### config.mk
export PLATFORM = sky130hd
export DESIGN_NAME = stopwatch_core
export DESIGN_NICKNAME = d
export VERILOG_FILES = /design/src/rtl/stopwatch_pkg.sv /design/src/rtl/bcd_time_step.sv /design/src/rtl/stopwatch_core.sv
export SDC_FILE = /design/constraint.sdc
export NUM_CORES = 1
export LEC_CHECK = 0
export CORE_MARGIN = 5
export CORE_UTILIZATION = 37
export CTS_CLUSTER_SIZE = 24
export DETAILED_ROUTE_END_ITERATION = 8
export PLACE_DENSITY_LB_ADDON = 0.12
export RECOVER_POWER = 50
export SYNTH_ARGS = -nofsm -noshare
export SYNTH_HDL_FRONTEND = slang
export SYNTH_SLANG_ARGS = --single-unit
export TNS_END_PERCENT = 10
### constraint.sdc
create_clock -name clk -period 5.6 [get_ports clk]
set_input_delay 1.12 -clock clk [delete_from_list [all_inputs] [get_ports clk]]
set_output_delay 1.12 -clock clk [all_outputs]
set_load 0.01 [all_outputs]
### src/rtl/stopwatch_pkg.sv
// Shared types and constants for the stopwatch timing core.
// Time is packed {m1,m0,s1,s0,c1,c0}, one BCD digit per nibble.
package stopwatch_pkg;

  typedef enum logic [1:0] {
    StIdle    = 2'd0,
    StRun     = 2'd1,
    StPause   = 2'd2,
    StExpired = 2'd3
  } sw_state_e;

  typedef logic [3:0]  bcd_digit_t;
  typedef logic [23:0] bcd_time_t;

  localparam int unsigned DIGIT_W    = 4;
  localparam int unsigned NUM_DIGITS = 6;

  localparam int unsigned C0_OFF = 0;
  localparam int unsigned C1_OFF = 4;
  localparam int unsigned S0_OFF = 8;
  localparam int unsigned S1_OFF = 12;
  localparam int unsigned M0_OFF = 16;
  localparam int unsigned M1_OFF = 20;

  localparam bcd_time_t ZERO_TIME = 24'h000000;
  localparam bcd_time_t MAX_TIME  = 24'h595999;

  // Largest legal value of the digit at bit offset off (tens of s/min are 0..5).
  function automatic bcd_digit_t digit_limit(int unsigned off);
    case (off)
      C0_OFF, C1_OFF, S0_OFF, M0_OFF: return MAX_TIME[C0_OFF +: DIGIT_W];
      S1_OFF, M1_OFF:                 return MAX_TIME[S1_OFF +: DIGIT_W];
      default:                        return 4'd9;
    endcase
  endfunction

  function automatic bcd_time_t clamp_time(bcd_time_t t);
    bcd_time_t  r;
    bcd_digit_t d;
    bcd_digit_t lim;
    r = t;
    for (int unsigned i = 0; i < NUM_DIGITS; i++) begin
      d   = t[i*DIGIT_W +: DIGIT_W];
      lim = digit_limit(i * DIGIT_W);
      if (d > lim) r[i*DIGIT_W +: DIGIT_W] = lim;
    end
    return r;
  endfunction

endpackage

### src/rtl/bcd_time_step.sv
// Combinational one-centisecond step of a packed BCD time, up or down.
// Decrementing 00:00.00 saturates at zero instead of borrowing out.
module bcd_time_step
  import stopwatch_pkg::*;
(
  input  logic [23:0] time_i,
  input  logic        down_i,
  output logic [23:0] time_o,
  output logic        wrap_o,
  output logic        in_zero_o,
  output logic        out_zero_o
);

  logic       carry;
  bcd_digit_t d;
  bcd_digit_t lim;

  always_comb begin
    time_o = time_i;
    carry  = 1'b1;
    d      = '0;
    lim    = '0;
    // carry doubles as borrow when counting down
    for (int unsigned i = 0; i < NUM_DIGITS; i++) begin
      d   = time_i[i*DIGIT_W +: DIGIT_W];
      lim = digit_limit(i * DIGIT_W);
      if (carry) begin
        if (down_i) begin
          if (d == 4'd0) begin
            time_o[i*DIGIT_W +: DIGIT_W] = lim;
          end else begin
            time_o[i*DIGIT_W +: DIGIT_W] = d - 4'd1;
            carry = 1'b0;
          end
        end else begin
          if (d >= lim) begin
            time_o[i*DIGIT_W +: DIGIT_W] = 4'd0;
          end else begin
            time_o[i*DIGIT_W +: DIGIT_W] = d + 4'd1;
            carry = 1'b0;
          end
        end
      end
    end
    wrap_o = carry & ~down_i;
    if (carry && down_i) time_o = ZERO_TIME;
  end

  assign in_zero_o  = (time_i == ZERO_TIME);
  assign out_zero_o = (time_o == ZERO_TIME);

endmodule

### src/rtl/stopwatch_core.sv
// Prescaled BCD stopwatch/countdown with run/pause/clear control and a lap buffer.
// Display is registered: live time or a selected lap entry, one cycle behind.
module stopwatch_core
  import stopwatch_pkg::*;
#(
  parameter int unsigned TICK_DIV  = 500000,
  parameter int unsigned LAP_DEPTH = 4,
  parameter int unsigned LAP_AW    = $clog2(LAP_DEPTH)
) (
  input  logic              clk,
  input  logic              reset,
  input  logic              start_pause_p,
  input  logic              clear_p,
  input  logic              lap_p,
  input  logic              count_down,
  input  logic [23:0]       preset_bcd,
  input  logic              view_lap,
  input  logic [LAP_AW-1:0] lap_idx,
  output logic [23:0]       disp_bcd,
  output logic              running,
  output logic [LAP_AW:0]   lap_count,
  output logic              lap_full,
  output logic              expired,
  output logic              wrap
);

  localparam int unsigned     PW        = (TICK_DIV > 1) ? $clog2(TICK_DIV) : 1;
  localparam logic [PW-1:0]   PRESC_MAX = PW'(TICK_DIV - 1);
  localparam logic [LAP_AW:0] LAP_MAX   = (LAP_AW + 1)'(LAP_DEPTH);

  sw_state_e         state_q, state_d;
  logic [PW-1:0]     presc_q, presc_d;
  bcd_time_t         time_q, time_d;
  logic              down_q, down_d;
  logic [LAP_AW:0]   lap_count_q, lap_count_d;
  bcd_time_t         disp_q, disp_d;
  logic              wrap_q, wrap_d;
  bcd_time_t         lap_mem_q [LAP_DEPTH];

  bcd_time_t         step_time;
  logic              step_wrap;
  logic              step_in_zero;
  logic              step_out_zero;
  logic              tick;
  logic              lap_we;
  logic [LAP_AW-1:0] lap_widx;

  bcd_time_step u_step (
    .time_i     (time_q),
    .down_i     (down_q),
    .time_o     (step_time),
    .wrap_o     (step_wrap),
    .in_zero_o  (step_in_zero),
    .out_zero_o (step_out_zero)
  );

  assign tick     = (state_q == StRun) && (presc_q == PRESC_MAX);
  assign lap_widx = lap_count_q[LAP_AW-1:0];
  // Laps store the pre-tick, pre-transition time_q; clear_p cancels any capture.
  assign lap_we   = lap_p && !clear_p && ((state_q == StRun) || (state_q == StPause)) &&
                    (lap_count_q != LAP_MAX);

  always_comb begin
    state_d     = state_q;
    presc_d     = presc_q;
    time_d      = time_q;
    down_d      = down_q;
    lap_count_d = lap_count_q;
    wrap_d      = 1'b0;
    if (clear_p) begin
      state_d     = StIdle;
      presc_d     = '0;
      lap_count_d = '0;
      down_d      = count_down;
      time_d      = count_down ? clamp_time(preset_bcd) : ZERO_TIME;
    end else begin
      if (state_q == StRun) presc_d = tick ? '0 : presc_q + 1'b1;
      if (tick) begin
        time_d = step_time;
        wrap_d = step_wrap;
      end
      unique case (state_q)
        StIdle: begin
          if (start_pause_p) state_d = (down_q && step_in_zero) ? StExpired : StRun;
        end
        StRun: begin
          if (tick && down_q && step_out_zero) state_d = StExpired;
          else if (start_pause_p)              state_d = StPause;
        end
        StPause: begin
          if (start_pause_p) state_d = StRun;
        end
        StExpired: state_d = StExpired;
        default:   state_d = StIdle;
      endcase
      if (lap_we) lap_count_d = lap_count_q + 1'b1;
    end
  end

  always_comb begin
    disp_d = time_q;
    if (view_lap) begin
      disp_d = ({1'b0, lap_idx} < lap_count_q) ? lap_mem_q[lap_idx] : ZERO_TIME;
    end
  end

  always_ff @(posedge clk or posedge reset) begin
    if (reset) begin
      state_q     <= StIdle;
      presc_q     <= '0;
      time_q      <= ZERO_TIME;
      down_q      <= 1'b0;
      lap_count_q <= '0;
      disp_q      <= ZERO_TIME;
      wrap_q      <= 1'b0;
    end else begin
      state_q     <= state_d;
      presc_q     <= presc_d;
      time_q      <= time_d;
      down_q      <= down_d;
      lap_count_q <= lap_count_d;
      disp_q      <= disp_d;
      wrap_q      <= wrap_d;
    end
  end

  always_ff @(posedge clk or posedge reset) begin
    if (reset) begin
      for (int unsigned i = 0; i < LAP_DEPTH; i++) lap_mem_q[i] <= ZERO_TIME;
    end else if (lap_we) begin
      lap_mem_q[lap_widx] <= time_q;
    end
  end

  assign disp_bcd  = disp_q;
  assign running   = (state_q == StRun);
  assign expired   = (state_q == StExpired);
  assign lap_count = lap_count_q;
  assign lap_full  = (lap_count_q == LAP_MAX);
  assign wrap      = wrap_q;

endmodule
Yosys cells after proc, flatten, opt, wreduce, memory -nomap -nowiden. Index checks and enable logic that the tools add are counted. Widths: inputs -> output; s select.

Add/sub/neg operators: 14. Magnitude comparators: 16. Equal/unequal tests: 9. Mux-type cells: 80. Bitwise operators: 4. Reduce and logical (&&, ||, !) cells: 24.

Operator list (count): $mux 24 (9); $mux 4 (31); $bwmux 96 (1); $mux 19 (3); $bmux 24 s2 (1); $demux 24 s2 (1); $logic_not 24->1 (2); $mux 1 (25); $add 4x1->4 const B (6); $gt 4x4->1 (6); $logic_not 4->1 (6); $sub 4x1->4 const B (6); $add 19x1->19 const B (1); $eq 19x19->1 const B (1); $ge 4x4->1 const B (4); $mux 2 (6); $logic_and 1x1->1 (9); $ne 3x3->1 const B (3); $ge 4x3->1 const B (2); $pmux 2 s4 (1); $ge 3x3->1 const B (2); $mux 3 (2); $not 2->3 (2); $reduce_bool 2->1 (3); 13 further kinds (14).

Register bits: 170. Input bits: 33. Output and inout port bits: 31. Logic and storage cells: 158.

Logic depth before layout (Yosys ltp).
Word-level depth: 15. Gate-level depth with buffers: 12. Mapped depth without buffers: 11.

Cells and area by module. A second synthesis with hierarchy kept.

Cells, all modules: 912. Area, all modules: 9601.7 um^2.

Modules (own cells, without submodules): stopwatch_core (instances 1, cells each 656, area each 7806.2 um^2, seq. area each 4254.1 um^2); bcd_time_step (instances 1, cells each 256, area each 1795.5 um^2, seq. area each 0.0 um^2).

Least setup slack after synthesis. Ideal clock, no wire load.

Path kind: input-to-reg. Start: in lap_idx[1]. End: reg disp_q[0] (netlist: disp_bcd[0]). Library setup time: 141 ps. Arrival: 2770 ps. Required time: 5459 ps. Path slack: 2689 ps. Stages on the path: 6. Buffers on the path: 3. Cell sequence: clkbuf_1 -> buf_1 -> clkbuf_1 -> mux4_2 -> inv_1 -> o22ai_1.

Cells in the longest elaborated chain, start to end: 6. Elaborated cells on any way between the ends: 7. Those cells by class: 1 x order compare; 5 x mux; 1 x bitwise.

Ends and longest elaborated chain: start, declared (line stopwatch_core.sv:18) `input logic [LAP_AW-1:0] lap_idx,`; $not 2->3 (implied by the code) (line stopwatch_core.sv:103) `disp_d = ({1'b0, lap_idx} < lap_count_q) ? lap_mem_q[lap_idx] : ZERO_TIME;`; $bmux 24 s2 (line stopwatch_core.sv:103); $mux 24 (implied by the code) (2 in series) (line stopwatch_core.sv:103); $mux 24 * (line stopwatch_core.sv:103); $mux 24 * (line stopwatch_core.sv:102) `if (view_lap) begin`; named net disp_d[0] (line stopwatch_core.sv:36) `bcd_time_t disp_q, disp_d;`; end signal, assigned (line stopwatch_core.sv:122) `disp_q <= disp_d;`; end, declared (line stopwatch_core.sv:36).

The timed path passes the listed nets; every way through them passes the cells marked *. The select of a mux whose other input is x is not followed. A chain may end at the register's enable or synchronous reset.

Worst setup path after layout.
Start: reg time_q[0]. End: reg state_q[1].

Cells in the longest elaborated chain, start to end: 15. Elaborated cells on any way between the ends: 33. Those cells by class: 2 x add/sub; 1 x order compare; 1 x eq/ne; 22 x mux; 7 x reduce/logical.

Ends and longest elaborated chain: start, declared (line stopwatch_core.sv:33) `bcd_time_t time_q, time_d;`; start signal, assigned (line stopwatch_core.sv:119) `time_q <= time_d;`; $ge 4x4->1 or $logic_not 4->1 (tied branches) (line bcd_time_step.sv:36, bcd_time_step.sv:29); $mux 1, on equally long branches (line bcd_time_step.sv:36, bcd_time_step.sv:29); $mux 1 (line bcd_time_step.sv:28) `if (down_i) begin`; $mux 1 (5 in series) (line bcd_time_step.sv:27) `if (carry) begin`; $logic_and 1x1->1 (line bcd_time_step.sv:46) `if (carry && down_i) time_o = ZERO_TIME;`; $mux 24 (line bcd_time_step.sv:46); $logic_not 24->1 (line bcd_time_step.sv:50) `assign out_zero_o = (time_o == ZERO_TIME);`; $logic_and 1x1->1 (line stopwatch_core.sv:87) `if (tick && down_q && step_out_zero) state_d = StExpired;`; $mux 2 (line stopwatch_core.sv:87); $pmux 2 s4 (line stopwatch_core.sv:82) `unique case (state_q)`; $mux 2 (line stopwatch_core.sv:70) `if (clear_p) begin`; end signal, assigned (line stopwatch_core.sv:109) `state_q <= StIdle;`; end signal, assigned (line stopwatch_core.sv:117) `state_q <= state_d;`; end, declared (line stopwatch_core.sv:31) `sw_state_e state_q, state_d;`.

Several ways; a longest one is shown, not always the timed one. The select of a mux whose other input is x is not followed.

==> impl_metrics.env <==
export IMPL_drt_vias_per_instance=5.397
export IMPL_netlist_area_um2=9269
export IMPL_portion_of_total_power_attributed_to_the_clock_network_pct=32.3
export IMPL_worst_endpoint_required_ps=5900
export IMPL_failed_checks="capacitance limit, slew limit"
export IMPL_synth_top_area_cell="sky130_fd_sc_hd__dfrtp_1"
export IMPL_nets=1040
export IMPL_timing_final_crit_share_pct=72.89
export IMPL_cp_cell_sequence="inv_1, ha_1, nor3b_4, a22oi_4, nor3_1, mux2i_1, a221oi_2, nand4_2, nor4_4, nand4b_1, nand4_1"
export IMPL_yosys_area_share_simple_pct=15.58
export IMPL_arrival_ps=4380
export IMPL_dp_hpwl_um=16890
export IMPL_clock_tree_htree_level_count=4
export IMPL_timing_worst_setup_path_type="reg2reg"
export IMPL_num_antenna_cells=0
export IMPL_reg2reg_slack_ps=1520
export IMPL_slew_headroom_pct=-60.29
export IMPL_top_level_ports=64
export IMPL_grt_max_degree=171
export IMPL_die_width_um=168.3
export IMPL_drt_pre_antenna_iters=5
export IMPL_place_ws_ps=1544
export IMPL_timing_hold_violations_final=0
export IMPL_place_port_buffers=63
export IMPL_postSynthCellCount=939
export IMPL_max_clock_freq_mhz=245.0
export IMPL_worst_path_max_delay_cell="sky130_fd_sc_hd__nor3_1"
export IMPL_worst_setup_path_end_kind="flop"
export IMPL_sequentialPowerShare_pct=45.2
export IMPL_intPower_mw=2.407
export IMPL_cts_hold_buf=0
export IMPL_area_growth_from_synthesis_to_layout_pct=15.67
export IMPL_sequential_cell_area_fraction_in_the_yosys_report_pct=45.90
export IMPL_overflow=0
export IMPL_drtIter0Drc=502
export IMPL_dp_cells=1289
export IMPL_power_net_switching_mw=1.092
export IMPL_post_synth_cell_area_avg_um2=9.871
export IMPL_row_count=58
export IMPL_number_of_global_route_vias_before_repair=6953
export IMPL_antenna_found_initial=0
export IMPL_maxSlewViolCount=203
export IMPL_clk_pin_slew_worst_paths_ps=70
export IMPL_cts_root_buf="sky130_fd_sc_hd__clkbuf_16"
export IMPL_routedWlPerCell_um=18.80
export IMPL_critPathMaxFanout=12
export IMPL_period_minus_slack_ps=4082
export IMPL_final_setup_tns_ps=0
export IMPL_timing_critical_path_slowest_cell_delay_ps=990
export IMPL_run_status="complete, but fails checks"
export IMPL_synth_adder_area_share_pct=3.915
export IMPL_cts_buffer_depth=2
export IMPL_grtUsageTotal_pct=17.85
export IMPL_post_cts_setup_buffer_count=0
export IMPL_worst_ir_drop_vdd_mv=0.1810
export IMPL_num_vias=7130
export IMPL_synth_largest_type_area_fraction_pct=45.90
export IMPL_yosys_most_used_dff="sky130_fd_sc_hd__dfrtp_1"
export IMPL_finalSetupViolations=0
export IMPL_synth_top_cells_by_area="sky130_fd_sc_hd__dfrtp_1, sky130_fd_sc_hd__mux4_2, sky130_fd_sc_hd__o21ai_0"
export IMPL_chipHeight_um=168.3
export IMPL_tritoncts_num_buffers=17
export IMPL_finalWeightedCongestion=0.7875
export IMPL_post_synthesis_compound_gate_area_fraction_pct=16.85
export IMPL_rsz_0062_raised_after_global_routing="false"
export IMPL_drc_viols=0
export IMPL_cts_sinks=170
export IMPL_worst_skew_pair_late_latency_ps=430
export IMPL_power_per_cell_area_nw_per_um2=326.3
export IMPL_cap_viol_max_count=2
export IMPL_tritoncts="done"
export IMPL_startpoint_type="flop"
export IMPL_synth_commonest_cells="sky130_fd_sc_hd__dfrtp_1, sky130_fd_sc_hd__nand2_1, sky130_fd_sc_hd__o21ai_0, sky130_fd_sc_hd__inv_1, sky130_fd_sc_hd__nor2_1"
export IMPL_fp_dieArea_um2=28320
export IMPL_hold_path_class="reg2reg"
export IMPL_power_share_switching_pct=31.20
export IMPL_clock_tree_skew_after_final_layout_ps=14.89
export IMPL_yosys_area_share_xor_xnor_pct=1.890
export IMPL_timing_final_ws_setup_ps=1518
export IMPL_final_core_utilization_pct=43.07
export IMPL_synth_most_common_cell="sky130_fd_sc_hd__dfrtp_1"
export IMPL_combinationalPowerShare_pct=22.5
export IMPL_post_synth_edffs=0
export IMPL_p_leak_nw=4.565
export IMPL_main_combinational_cell_family_by_area_after_synthesis="compound AO/OA/AOI/OAI gates"
export IMPL_layout_drive_gt1_share_pct=12.21
export IMPL_yosys_warnings=0
export IMPL_cts_resized_gates=0
export IMPL_post_synth_num_cell_types=78
export IMPL_final_instance_count_excl_fill=1321
export IMPL_ys_seq_elements=170
export IMPL_postSynthNetCount=1001
export IMPL_floorplan_initialDensity_pct=37.24
export IMPL_core_um2=24890
export IMPL_antenna_violating_nets_post_route=0
export IMPL_detail_route_wirelength_um=24840
export IMPL_grt_pass1_wl_um=40240
export IMPL_synthMuxAreaShare_pct=10.68
export IMPL_synth_async_reset_ratio_pct=100.0
export IMPL_tightestPinTransition_ps=2404
==> final timing paths <==
path | from | cells past startpoint | endpoint
setup / recovery | time_q[0] | 11 | state_q[1]
hold / removal | lap_mem_q[12] | 2 | lap_mem_q[12]
setup reg to reg | time_q[0] | 11 | state_q[1]
hold reg to reg | lap_mem_q[12] | 2 | lap_mem_q[12]
max in group asynchronous | reset | 3 | lap_mem_q[15]
min in group asynchronous | reset | 3 | disp_bcd[3]
==> stage by stage <==
stage / area (um^2) / total power, mW / hold WS (ps)
final: 10720 / 3.498 / 475.2
after floorplan: 9273 / 2.135 / 444.6
after global routing: 10720 / 3.702 / 500.7
after global placement: 10190 / 2.385 / 455.4
after detailed placement: 10190 / 2.398 / 465.4
after CTS: 10740 / 3.538 / 481.2
==> state kept, by name, indices dropped and copies added (netlist names) <==
name       count
presc_q       19
lap_mem_q     96
disp_bcd      24
lap_count      3
state_q        2
time_q        24
wrap           1
down_q         1
==> cells by family (layout without fill, tap and decap cells) <==
group / count (synthesis) / count (layout)
and+or+nand+nor: 290 / 290
buffers and inverters: 118 / 170
AOI/OAI and AO/OA: 251 / 251
adders and majority gates: 29 / 29
xor gates and xnor gates: 20 / 20
muxes: 61 / 61
DFF: 170 / 170
==> layout by cell type, fill, tap and decap left out, types with 5 or more instances in the layout <==
cell                              Yosys  layout
sky130_fd_sc_hd__o22ai_1             27      27
sky130_fd_sc_hd__nor2_1              54      54
sky130_fd_sc_hd__a22oi_1              5       5
sky130_fd_sc_hd__and3_1               6       6
sky130_fd_sc_hd__ha_1                29      29
sky130_fd_sc_hd__buf_4                1      14
sky130_fd_sc_hd__nand2_1            120     120
sky130_fd_sc_hd__a31oi_1              8       8
sky130_fd_sc_hd__nor3_1              21      21
sky130_fd_sc_hd__mux4_2              25      25
sky130_fd_sc_hd__o21ai_0            104     104
sky130_fd_sc_hd__nor4_1               5       5
sky130_fd_sc_hd__inv_6                0       5
sky130_fd_sc_hd__a211oi_1             6       6
sky130_fd_sc_hd__xnor2_1              6       6
sky130_fd_sc_hd__inv_1               57      56
sky130_fd_sc_hd__nand3_1             21      21
sky130_fd_sc_hd__nand2b_1             9       9
sky130_fd_sc_hd__o31ai_1              7       7
sky130_fd_sc_hd__mux2i_1              7       7
sky130_fd_sc_hd__o21a_1               6       6
sky130_fd_sc_hd__xor2_1              14      14
sky130_fd_sc_hd__dlygate4sd3_1        0      15
sky130_fd_sc_hd__o211ai_1             6       6
sky130_fd_sc_hd__dfrtp_1            170     170
sky130_fd_sc_hd__mux2_2              27      27
sky130_fd_sc_hd__nand4_1             15      15
sky130_fd_sc_hd__a21oi_1             42      42
sky130_fd_sc_hd__clkdlybuf4s50_1      0      48
sky130_fd_sc_hd__clkbuf_16            0      17
==> power by group through the flow <==
stage / logic [mW] / registers (mW) / clock network, mW
3_5_place_dp: 0.798 / 1.60 / 0
5_1_grt: 0.883 / 1.61 / 1.21
3_3_place_gp: 0.788 / 1.60 / 0
2_1_floorplan: 0.596 / 1.54 / 0
4_1_cts: 0.801 / 1.58 / 1.16
6_report: 0.786 / 1.58 / 1.13
==> layer usage <==
| metal | routed length (um) | GRT usage, % | up-vias |
|---|---|---|---|
| li1 | - | - | 3438 |
| met1 | 12370 | 26.94 | 3538 |
| met2 | 11170 | 26.73 | 137 |
| met3 | 1058 | 3.217 | 17 |
| met4 | 243 | 4.270 | 0 |
| met5 | 0 | 0 | - |
==> worst max-delay path: cells and delay by family (launching register included) <==
kind            cells  cell delay (ps)
buf+inv             1              230
simple gates        6             2120
flops               1              510
fa+ha+maj           1              330
compound gates      2              490
mux                 1              270
==> final cells by class <==
class                   count  area (um^2)
multi-input cells         651         4537
repair buffers             79        747.0
well taps                 330        412.9
inverters                  59        225.2
clock buffers              21        460.4
clock inverters            11        85.08
flip-flops and latches    170         4254
fillers                  2432        14170
Note: power is estimated with default switching activity, not from simulation.
